File: src/rtl/dcache_bridge_pkg.sv
// dcache_bridge_pkg: request encodings, AXI constants and FSM states
// shared by the dcache to AXI4 bridge.
package dcache_bridge_pkg;

  localparam logic [2:0] REQ_BYTE = 3'b000;
  localparam logic [2:0] REQ_HALF = 3'b001;
  localparam logic [2:0] REQ_WORD = 3'b010;
  localparam logic [2:0] REQ_LINE = 3'b100;

  localparam logic [1:0] AXI_BURST_INCR = 2'b01;

  localparam logic [2:0] AXI_SIZE_1B = 3'd0;
  localparam logic [2:0] AXI_SIZE_2B = 3'd1;
  localparam logic [2:0] AXI_SIZE_4B = 3'd2;

  localparam int BEAT_W = 2;

  typedef enum logic [1:0] {
    R_IDLE,
    R_AR,
    R_DATA
  } rd_state_t;

  typedef enum logic [1:0] {
    W_IDLE,
    W_XFER,
    W_RESP
  } wr_state_t;

  // Line requests start on the line boundary
  function automatic logic [31:0] axi_addr(
    input logic [31:0] a,
    input logic [2:0]  t
  );
    axi_addr = (t == REQ_LINE) ? {a[31:4], 4'b0} : a;
  endfunction

  function automatic logic [2:0] axi_size(
    input logic [2:0] t
  );
    axi_size = (t == REQ_LINE) ? AXI_SIZE_4B : {1'b0, t[1:0]};
  endfunction

endpackage

File: src/rtl/axi_wline_buffer.sv
// axi_wline_buffer: holds a cache line for a write burst and
// steps through its words as W beats are accepted.
module axi_wline_buffer
  import dcache_bridge_pkg::*;
#(
  parameter int WORDS = 4
) (
  input  logic                  clk,
  input  logic                  rst,
  input  logic                  i_load,
  input  logic [32*WORDS-1:0]   i_data,
  input  logic                  i_beat,
  output logic [31:0]           o_wdata,
  output logic                  o_last
);

  localparam logic [BEAT_W-1:0] LAST = BEAT_W'(WORDS - 1);

  logic [31:0]       r_word [WORDS];
  logic [BEAT_W-1:0] r_cnt;

  always_ff @(posedge clk or negedge rst) begin
    if (!rst) begin
      r_cnt <= '0;
      for (int i = 0; i < WORDS; i++) begin
        r_word[i] <= '0;
      end
    end else if (i_load) begin
      r_cnt <= '0;
      for (int i = 0; i < WORDS; i++) begin
        r_word[i] <= i_data[32*i +: 32];
      end
    end else if (i_beat && (r_cnt != LAST)) begin
      // Saturate so a stray beat never wraps to word 0
      r_cnt <= r_cnt + 1'b1;
    end
  end

  assign o_wdata = r_word[r_cnt];
  assign o_last  = (r_cnt == LAST);

endmodule

File: src/rtl/dcache_axi_bridge.sv
// dcache_axi_bridge: dcache miss/writeback port to one AXI4 master.
// Define DCACHE_BRIDGE_RAW_CHECK_EN to hold reads hitting a pending write line.
module dcache_axi_bridge
  import dcache_bridge_pkg::*;
#(
  parameter logic [3:0] AXI_ID     = 4'd0,
  parameter int         LINE_WORDS = 4
) (
  input  logic                    clk,
  input  logic                    rst,
  input  logic                    rd_req,
  input  logic [2:0]              rd_type,
  input  logic [31:0]             rd_addr,
  output logic                    rd_rdy,
  output logic                    ret_valid,
  output logic                    ret_last,
  output logic [31:0]             ret_data,
  input  logic                    wr_req,
  input  logic [2:0]              wr_type,
  input  logic [31:0]             wr_addr,
  input  logic [3:0]              wr_wstrb,
  input  logic [32*LINE_WORDS-1:0] wr_data,
  output logic                    wr_rdy,
  output logic [3:0]              arid,
  output logic [31:0]             araddr,
  output logic [7:0]              arlen,
  output logic [2:0]              arsize,
  output logic [1:0]              arburst,
  output logic                    arvalid,
  input  logic                    arready,
  input  logic [3:0]              rid,
  input  logic [31:0]             rdata,
  input  logic [1:0]              rresp,
  input  logic                    rlast,
  input  logic                    rvalid,
  output logic                    rready,
  output logic [3:0]              awid,
  output logic [31:0]             awaddr,
  output logic [7:0]              awlen,
  output logic [2:0]              awsize,
  output logic [1:0]              awburst,
  output logic                    awvalid,
  input  logic                    awready,
  output logic [31:0]             wdata,
  output logic [3:0]              wstrb,
  output logic                    wlast,
  output logic                    wvalid,
  input  logic                    wready,
  input  logic [3:0]              bid,
  input  logic [1:0]              bresp,
  input  logic                    bvalid,
  output logic                    bready
);

  localparam logic [7:0] LINE_LEN = 8'(LINE_WORDS - 1);

  logic        r_live;
  rd_state_t   r_rd_state;
  rd_state_t   w_rd_next;
  logic [31:0] r_rd_addr;
  logic [2:0]  r_rd_type;
  logic        w_rd_acc;
  logic        w_rd_line;
  logic        w_raw_hit;

  wr_state_t   r_wr_state;
  wr_state_t   w_wr_next;
  logic [31:0] r_wr_addr;
  logic [2:0]  r_wr_type;
  logic [3:0]  r_wr_strb;
  logic        r_aw_done;
  logic        r_w_done;
  logic        w_wr_acc;
  logic        w_wr_line;
  logic        w_xfer;
  logic        w_aw_fire;
  logic        w_w_fire;
  logic        w_wl_fire;
  logic [31:0] w_buf_wdata;
  logic        w_buf_last;
  logic        w_unused;

  assign w_unused = ^{rid, rresp, bid, bresp};

  // Ready outputs stay low through reset and rise one cycle later
  always_ff @(posedge clk or negedge rst) begin
    if (!rst) begin
      r_live <= 1'b0;
    end else begin
      r_live <= 1'b1;
    end
  end

  assign w_wr_acc = wr_req && wr_rdy;
  assign w_rd_acc = rd_req && rd_rdy;

`ifdef DCACHE_BRIDGE_RAW_CHECK_EN
  assign w_raw_hit =
    ((r_wr_state != W_IDLE) &&
     (rd_addr[31:4] == r_wr_addr[31:4])) ||
    (w_wr_acc &&
     (rd_addr[31:4] == wr_addr[31:4]));
`else
  assign w_raw_hit = 1'b0;
`endif

  assign rd_rdy = r_live &&
                  (r_rd_state == R_IDLE) &&
                  !w_raw_hit;
  assign wr_rdy = r_live &&
                  (r_wr_state == W_IDLE);

  always_comb begin
    w_rd_next = r_rd_state;
    unique case (r_rd_state)
      R_IDLE: if (w_rd_acc) w_rd_next = R_AR;
      R_AR:   if (arready)  w_rd_next = R_DATA;
      R_DATA: if (rvalid && rlast) w_rd_next = R_IDLE;
      default: w_rd_next = R_IDLE;
    endcase
  end

  always_ff @(posedge clk or negedge rst) begin
    if (!rst) begin
      r_rd_state <= R_IDLE;
      r_rd_addr  <= '0;
      r_rd_type  <= '0;
      ret_valid  <= 1'b0;
      ret_last   <= 1'b0;
      ret_data   <= '0;
    end else begin
      r_rd_state <= w_rd_next;
      if (w_rd_acc) begin
        r_rd_addr <= rd_addr;
        r_rd_type <= rd_type;
      end
      ret_valid <= (r_rd_state == R_DATA) && rvalid;
      if ((r_rd_state == R_DATA) && rvalid) begin
        ret_data <= rdata;
        ret_last <= rlast;
      end else begin
        ret_last <= 1'b0;
      end
    end
  end

  assign w_rd_line = (r_rd_type == REQ_LINE);
  assign arid      = r_live ? AXI_ID : 4'd0;
  assign araddr    = axi_addr(r_rd_addr, r_rd_type);
  assign arlen     = w_rd_line ? LINE_LEN : 8'd0;
  assign arsize    = axi_size(r_rd_type);
  assign arburst   = r_live ? AXI_BURST_INCR : 2'b00;
  assign arvalid   = (r_rd_state == R_AR);
  assign rready    = (r_rd_state == R_DATA);

  assign w_xfer    = (r_wr_state == W_XFER);
  assign awvalid   = w_xfer && !r_aw_done;
  assign wvalid    = w_xfer && !r_w_done;
  assign w_aw_fire = awvalid && awready;
  assign w_w_fire  = wvalid && wready;
  assign w_wl_fire = w_w_fire && wlast;

  always_comb begin
    w_wr_next = r_wr_state;
    unique case (r_wr_state)
      W_IDLE: if (w_wr_acc) w_wr_next = W_XFER;
      W_XFER: begin
        // AW and the last W beat may land in either order
        if ((r_aw_done || w_aw_fire) &&
            (r_w_done || w_wl_fire)) begin
          w_wr_next = W_RESP;
        end
      end
      W_RESP: if (bvalid) w_wr_next = W_IDLE;
      default: w_wr_next = W_IDLE;
    endcase
  end

  always_ff @(posedge clk or negedge rst) begin
    if (!rst) begin
      r_wr_state <= W_IDLE;
      r_wr_addr  <= '0;
      r_wr_type  <= '0;
      r_wr_strb  <= '0;
      r_aw_done  <= 1'b0;
      r_w_done   <= 1'b0;
    end else begin
      r_wr_state <= w_wr_next;
      if (w_wr_acc) begin
        r_wr_addr <= wr_addr;
        r_wr_type <= wr_type;
        r_wr_strb <= wr_wstrb;
      end
      if (w_xfer && (w_wr_next == W_XFER)) begin
        if (w_aw_fire) r_aw_done <= 1'b1;
        if (w_wl_fire) r_w_done  <= 1'b1;
      end else begin
        r_aw_done <= 1'b0;
        r_w_done  <= 1'b0;
      end
    end
  end

  axi_wline_buffer #(
    .WORDS (LINE_WORDS)
  ) u_wbuf (
    .clk     (clk),
    .rst     (rst),
    .i_load  (w_wr_acc),
    .i_data  (wr_data),
    .i_beat  (w_w_fire),
    .o_wdata (w_buf_wdata),
    .o_last  (w_buf_last)
  );

  assign w_wr_line = (r_wr_type == REQ_LINE);
  assign awid      = r_live ? AXI_ID : 4'd0;
  assign awaddr    = axi_addr(r_wr_addr, r_wr_type);
  assign awlen     = w_wr_line ? LINE_LEN : 8'd0;
  assign awsize    = axi_size(r_wr_type);
  assign awburst   = r_live ? AXI_BURST_INCR : 2'b00;
  assign wdata     = w_buf_wdata;
  assign wstrb     = w_wr_line ? 4'hF : r_wr_strb;
  assign wlast     = w_xfer && (w_wr_line ? w_buf_last : 1'b1);
  assign bready    = (r_wr_state == W_RESP);

endmodule

File: config.mk
export PLATFORM = sky130hd
export DESIGN_NAME = dcache_axi_bridge
export DESIGN_NICKNAME = d
export VERILOG_FILES = /design/src/rtl/dcache_bridge_pkg.sv /design/src/rtl/axi_wline_buffer.sv /design/src/rtl/dcache_axi_bridge.sv
export SDC_FILE = /design/constraint.sdc
export NUM_CORES = 1
export LEC_CHECK = 0
export BUFFER_PORTS_ARGS = -buffer_cell sky130_fd_sc_hd__buf_2
export CAP_MARGIN = 30
export CORE_AREA = 2 2 168 170
export CTS_CLUSTER_DIAMETER = 30
export DETAILED_ROUTE_END_ITERATION = 10
export DIE_AREA = 0 0 170 172
export PLACE_DENSITY = 0.8
export SLEW_MARGIN = 0
export SYNTH_ARGS = -nofsm -noshare
export SYNTH_HDL_FRONTEND = slang
export SYNTH_SLANG_ARGS = --single-unit
export TNS_END_PERCENT = 50
File: constraint.sdc
create_clock -name clk -period 2.25 [get_ports clk]
set_clock_uncertainty 0.15 [all_clocks]
set_input_delay 0.225 -clock clk [delete_from_list [all_inputs] [get_ports clk]]
set_output_delay 0.225 -clock clk [all_outputs]
set_load 0.1 [all_outputs]
==> results_dict.tcl, run 1 <==
set metrics [dict create \
    status "finished, violations left" \
    violations "negative setup slack" \
    met2WireLength_mm 19.5 \
    syn2layout_area_growth_pct 63.3 \
    cts_tree "yes" \
    maxSlewViolCount 0 \
    cp-start-kind "flip-flop" \
    htreeDepth 2 \
    fin_crit_ps 2400 \
    synth.distinct_cells 32 \
    setup_viol 32 \
    clk_latency_ps 550 \
    cp_cell_sequence "buf_4 -> clkbuf_16 -> mux4_2 -> buf_12" \
    grt_pass1_vias 9449 \
    row_count 61 \
    nets 1574 \
    die_w_um 170 \
    cts.sinks 245 \
    cp.required_ps 1880 \
    dp_slack_ps 268 \
    drt_iter0_drc 348 \
    drv_cap 0 \
    relSlewSlack 0.618 \
    hold_violations 0 \
    die-area_um2 29200 \
    fmax_mhz 416 \
    timing.hold.ws_ps 45.3 \
    start_util 0.406 \
    synth_area_per_cell_um2 16.1 \
    final_cell_mix "buf_2, dfrtp_1, dlygate4sd3_1" \
    hold_class "in2reg" \
    syn_area_um2 11100 \
    grt_max_degree 67 \
    fin_ws_ps -153 \
    worst-path-buf-inv 3 \
    overflow 0 \
    period_share 1.07 \
    drtAntennaViolNets 0 \
    holdCritStartpoint "rvalid" \
    cp_slowest_cell "mux4_2" \
    path_max_fanout 7 \
    wirelength_mm 36.2 \
    wl_met1_mm 12.4 \
    antenna_found_initial 5 \
    drt_pass1_iterations 4 \
    synthCells 692 \
    slowest_delay_ps 540 \
    dpl.hpwl_mm 19.7 \
    synth_seq_cells 245 \
    rsz0062_at_grt "true" \
    path_clk_slew_ps 40 \
    utilization 0.663 \
    layout-drive-gt1-share 0.594 \
    worstReg2RegStart "r_live" \
    grt_pass1_wl_mm 52.5 \
    critPathTopFamily "multiplexers" \
    core_um2 27500 \
    layout_commonest_cell "buf_2" \
    fp.dieH_um 172 \
    worstSetupStartpoint "u_wbuf.r_cnt[0]" \
    wire_per_inst_um 21.1 \
    root_buffer "clkbuf_16" \
    top_layer_used "met4" \
    drc 0 \
    ys_warn_count 0 \
    track_usage 0.236 \
    synth-seq-area-share 0.550 \
    via_count 8340 \
    worst_slew_pin_slew_ps 574 \
    place_area_um2 13500 \
    post_drt_via_cell_ratio 4.86 \
    ios 432 \
    end_kind "primary output" \
    met3RoutedLength_mm 2.46 \
    design_area_um2 18200 \
    place_congestion 0.767 \
    critPathArrivalTime_ps 2030 \
    cts_buffers 53 \
    clk_path_buf_depth 3 \
    crit_type "reg2out" \
    fillCellCount 1775 \
    io_buffers 395 \
]
state kept, by name, summed over array words and instances (netlist names):
register       cells
r_aw_done          1
r_live             1
r_rd_addr         32
r_rd_state         2
r_rd_type          3
r_w_done           1
r_wr_addr         32
r_wr_state         2
r_wr_strb          4
r_wr_type          3
ret_data          32
ret_last           1
ret_valid          1
u_wbuf.r_cnt       2
u_wbuf.r_word    128
cells by family (layout without fill, tap and decap cells):
logic type	after synthesis	after routing	synth area share
other	2	32	0.000674
AO/OA/AOI/OAI	10	10	0.00729
buffers and inverters	126	773	0.0838
adder cells (fa/ha/maj)	1	1	0.00112
flip-flops	245	245	0.550
AND/OR/NAND/NOR	42	42	0.0236
multiplexers	266	266	0.334
stage by stage:
step                      instances  setup TNS, ps
after floorplan                 715          -6360
after global placement         1358              0
after detailed placement       1358              0
after CTS                      1704          -4940
after global routing           1713          -6530
final                          1715          -3770
Yosys cell counts:
cell,count,area [um2]
or2_2,4,25.0
ha_1,1,12.5
and2_1,1,6.26
nor2_1,4,15.0
and2b_1,1,7.51
a22o_1,1,8.76
nand4bb_1,1,11.3
nand4_1,1,6.26
dfrtp_1,245,6130
a21oi_1,2,10.0
nor3b_2,1,12.5
conb_1,2,7.51
o31ai_1,2,15.0
nor3b_1,2,15.0
buf_2,12,60.1
nor2b_1,11,68.8
o311ai_0,2,17.5
nand2_1,5,18.8
mux2_2,137,1540
mux4_2,32,721
a21o_1,2,15.0
buf_6,14,158
or4b_4,1,13.8
buf_4,91,683
inv_1,3,11.3
nand2b_1,7,43.8
a2111oi_2,1,15.0
and3_1,1,6.26
nor3_1,1,5.00
clkbuf_1,6,22.5
or4_1,1,7.51
mux2_4,97,1460
per-layer routing:
metal	global-route usage	vias to the layer above
met3	0.0623	127
met2	0.441	425
met4	0.129	0
li1	-	3621
met1	0.239	4167
met5	0	-
final cells by class:
cell class	count	area [um2]	share of cell area
flip-flops and latches	245	6130	0.337
repair buffers	670	5330	0.293
multi-input cells	344	4380	0.241
clock buffers	64	1430	0.0784
clock inverters	36	472	0.0259
well taps	346	433	0.0238
diodes	7	17.5	0.000962
inverters	3	11.3	0.000618
final timing paths:
path	depth (start not counted)	slack [ps]	endpoint
worst max-delay path	4	-150	wdata[1]
worst min register to register	1	350	ret_data[27]
max in group asynchronous	3	1050	u_wbuf.r_word[47]
min in group asynchronous	2	90	u_wbuf.r_word[97]
worst max register to register	4	270	r_rd_addr[5]
worst min-delay path	3	50	ret_data[31]
tightest hold or removal path: cells and delay by family:
family                 cells  cell delay, ps
multiplexers               1             180
AND/OR/NAND/NOR            1             150
buffers and inverters      1             130
what timing repair did:
item	CTS	global route
hold buffers	242	0
setup endpoints to repair	49	49
hold endpoints to repair	418	0
cloned	1	2
resized for setup	52	19
buffers inserted	3	3
pin swaps	0	1
Power of run 1 is left out: the tool's default activity adds up to more than one toggle a clock period on the data nets, which glitch-free logic cannot reach.
==> inputs of run 2 (changes only) <==
Settings changed: CORE_AREA 2 2 168 170 to 2 2 167 169, DIE_AREA 0 0 170 172 to 0 0 169 171.
Clock period 2.25 ns to 3.1 ns, I/O delays scaled along.
==> run 2 against run 1 <==
Compared with the run above: via count is 1.6% lower; cell count is 0.99% lower; sequential share of layout area is 1.4 points higher; non-clock buffer count is 18 lower; the run now ends clean; register-to-register slack better by 730 ps; first-iteration DRC count is 8.3% higher; die area is 1.2% lower; critical path type unchanged; highest routed layer unchanged; cell area is 4.0% lower; critical path depth is 1 higher.
==> results_dict.tcl, run 2 (same netlist as run 1, synthesis figures left out) <==
set metrics [dict create \
    fin_crit_ps 2710 \
    crit_type "reg2out" \
    cp-start-kind "flip-flop" \
    setup_viol 0 \
    cts_buffers 57 \
    regMostFlops "u_wbuf.r_word" \
    post_cts_resized 0 \
    post_drt_via_cell_ratio 4.83 \
    htreeDepth 2 \
    setup_tns_ps 0 \
    fillCellCount 1838 \
    worstReg2RegStart "r_live" \
    row_count 61 \
    maxSlewViolCount 0 \
    cp_cell_sequence "nand2b_1 -> nor2_1 -> buf_4 -> or2_2 -> buf_2" \
    cp_slowest_cell "buf_2" \
    worstSetupStartpoint "r_wr_type[0]" \
    drt_pass1_iterations 4 \
    io_buffers 395 \
    track_usage 0.230 \
    wire_per_inst_um 19.9 \
    met3RoutedLength_mm 2.03 \
    layout-drive-gt1-share 0.583 \
    period_share 0.873 \
    syn2layout_area_growth_pct 56.8 \
    core_um2 27300 \
    grt_max_degree 66 \
    critPathArrivalTime_ps 2250 \
    status "complete, no violations" \
    cts_tree "yes" \
    cts.sinks 245 \
    reg2reg_depth 4 \
    largest_register_ffs 128 \
    relSlewSlack 0.601 \
    die_w_um 169 \
    cp.required_ps 2640 \
    path_clk_slew_ps 50 \
    utilization 0.640 \
    post-cts-setup-buffers 0 \
    slowest_delay_ps 420 \
    drc 0 \
    drtAntennaViolNets 0 \
    worst_slew_pin_slew_ps 599 \
    wirelength_mm 33.8 \
    fmax_mhz 369 \
    grt_pass1_vias 9459 \
    dpl.hpwl_mm 18.7 \
    end_kind "primary output" \
    nets 1560 \
    fp.dieH_um 171 \
    cts_hold_buf 242 \
    drt_iter0_drc 377 \
    antenna_found_initial 0 \
    via_count 8205 \
    hold_class "in2async" \
    path_max_fanout 7 \
    wl_met1_mm 12.8 \
    met2WireLength_mm 17.9 \
    grt_pass1_wl_mm 51.6 \
    drv_cap 0 \
    root_buffer "clkbuf_16" \
    die-area_um2 28900 \
    clk_latency_ps 540 \
    start_util 0.408 \
    place_congestion 0.776 \
    hold_violations 0 \
    top_layer_used "met4" \
    clk_path_buf_depth 3 \
    rsz0062_at_grt "false" \
    ios 432 \
    layout_commonest_cell "buf_2" \
    final_cell_mix "buf_2, dfrtp_1, dlygate4sd3_1" \
    overflow 0 \
]
-- run 2: cell count changes in the layout (fill, tap and decap cells not counted), moves of 11 or more --
cell	delta
buf_12	-27
buf_2	+47
buf_4	-11
buf_6	-21
mux2_2	+35
mux2_4	-35
-- run 2: per-stage QoR --
stage	cells	cell area (um2)	hold slack [ps]	setup slack, ps
detailed placement	1348	12900	146	966
CTS	1697	17500	150	386
global placement	1348	12900	143	972
global route	1697	17500	196	261
finish	1698	17500	163	392
floorplan	715	11200	-136	25.9
-- run 2: worst paths after layout --
kind | end | slack, ps
min | u_wbuf.r_word[108] | 160
min in group clk | ret_valid | 190
max in group asynchronous | u_wbuf.r_word[67] | 1850
min reg2reg | r_rd_addr[20] | 350
max | wstrb[1] | 390
max reg2reg | r_rd_addr[25] | 1000
-- run 2: layout make-up --
| class | instances | area, um2 | share of cell area |
|---|---|---|---|
| antenna | 1 | 2.50 | 0.000143 |
| sequential | 245 | 6130 | 0.351 |
| timing repair buffer | 652 | 4600 | 0.263 |
| clock buffer | 77 | 1650 | 0.0946 |
| tap | 346 | 433 | 0.0248 |
| clock inverter | 30 | 455 | 0.0261 |
| multi-input combinational | 344 | 4190 | 0.240 |
| inverter | 3 | 11.3 | 0.000644 |
-- run 2: critical path: cells and delay by family (launching register included) --
kind	cells	cell delay [ps]
buffers and inverters	2	650
AND/OR/NAND/NOR	3	640
flip-flops	1	410
-- run 2: per-layer routing --
metal  vias to the layer above  GRT usage
li1                       3591          -
met1                      4144      0.259
met2                       377      0.418
met3                        93     0.0569
met4                         0     0.0962
met5                         -          0
Power of run 2 is left out for the same reason.
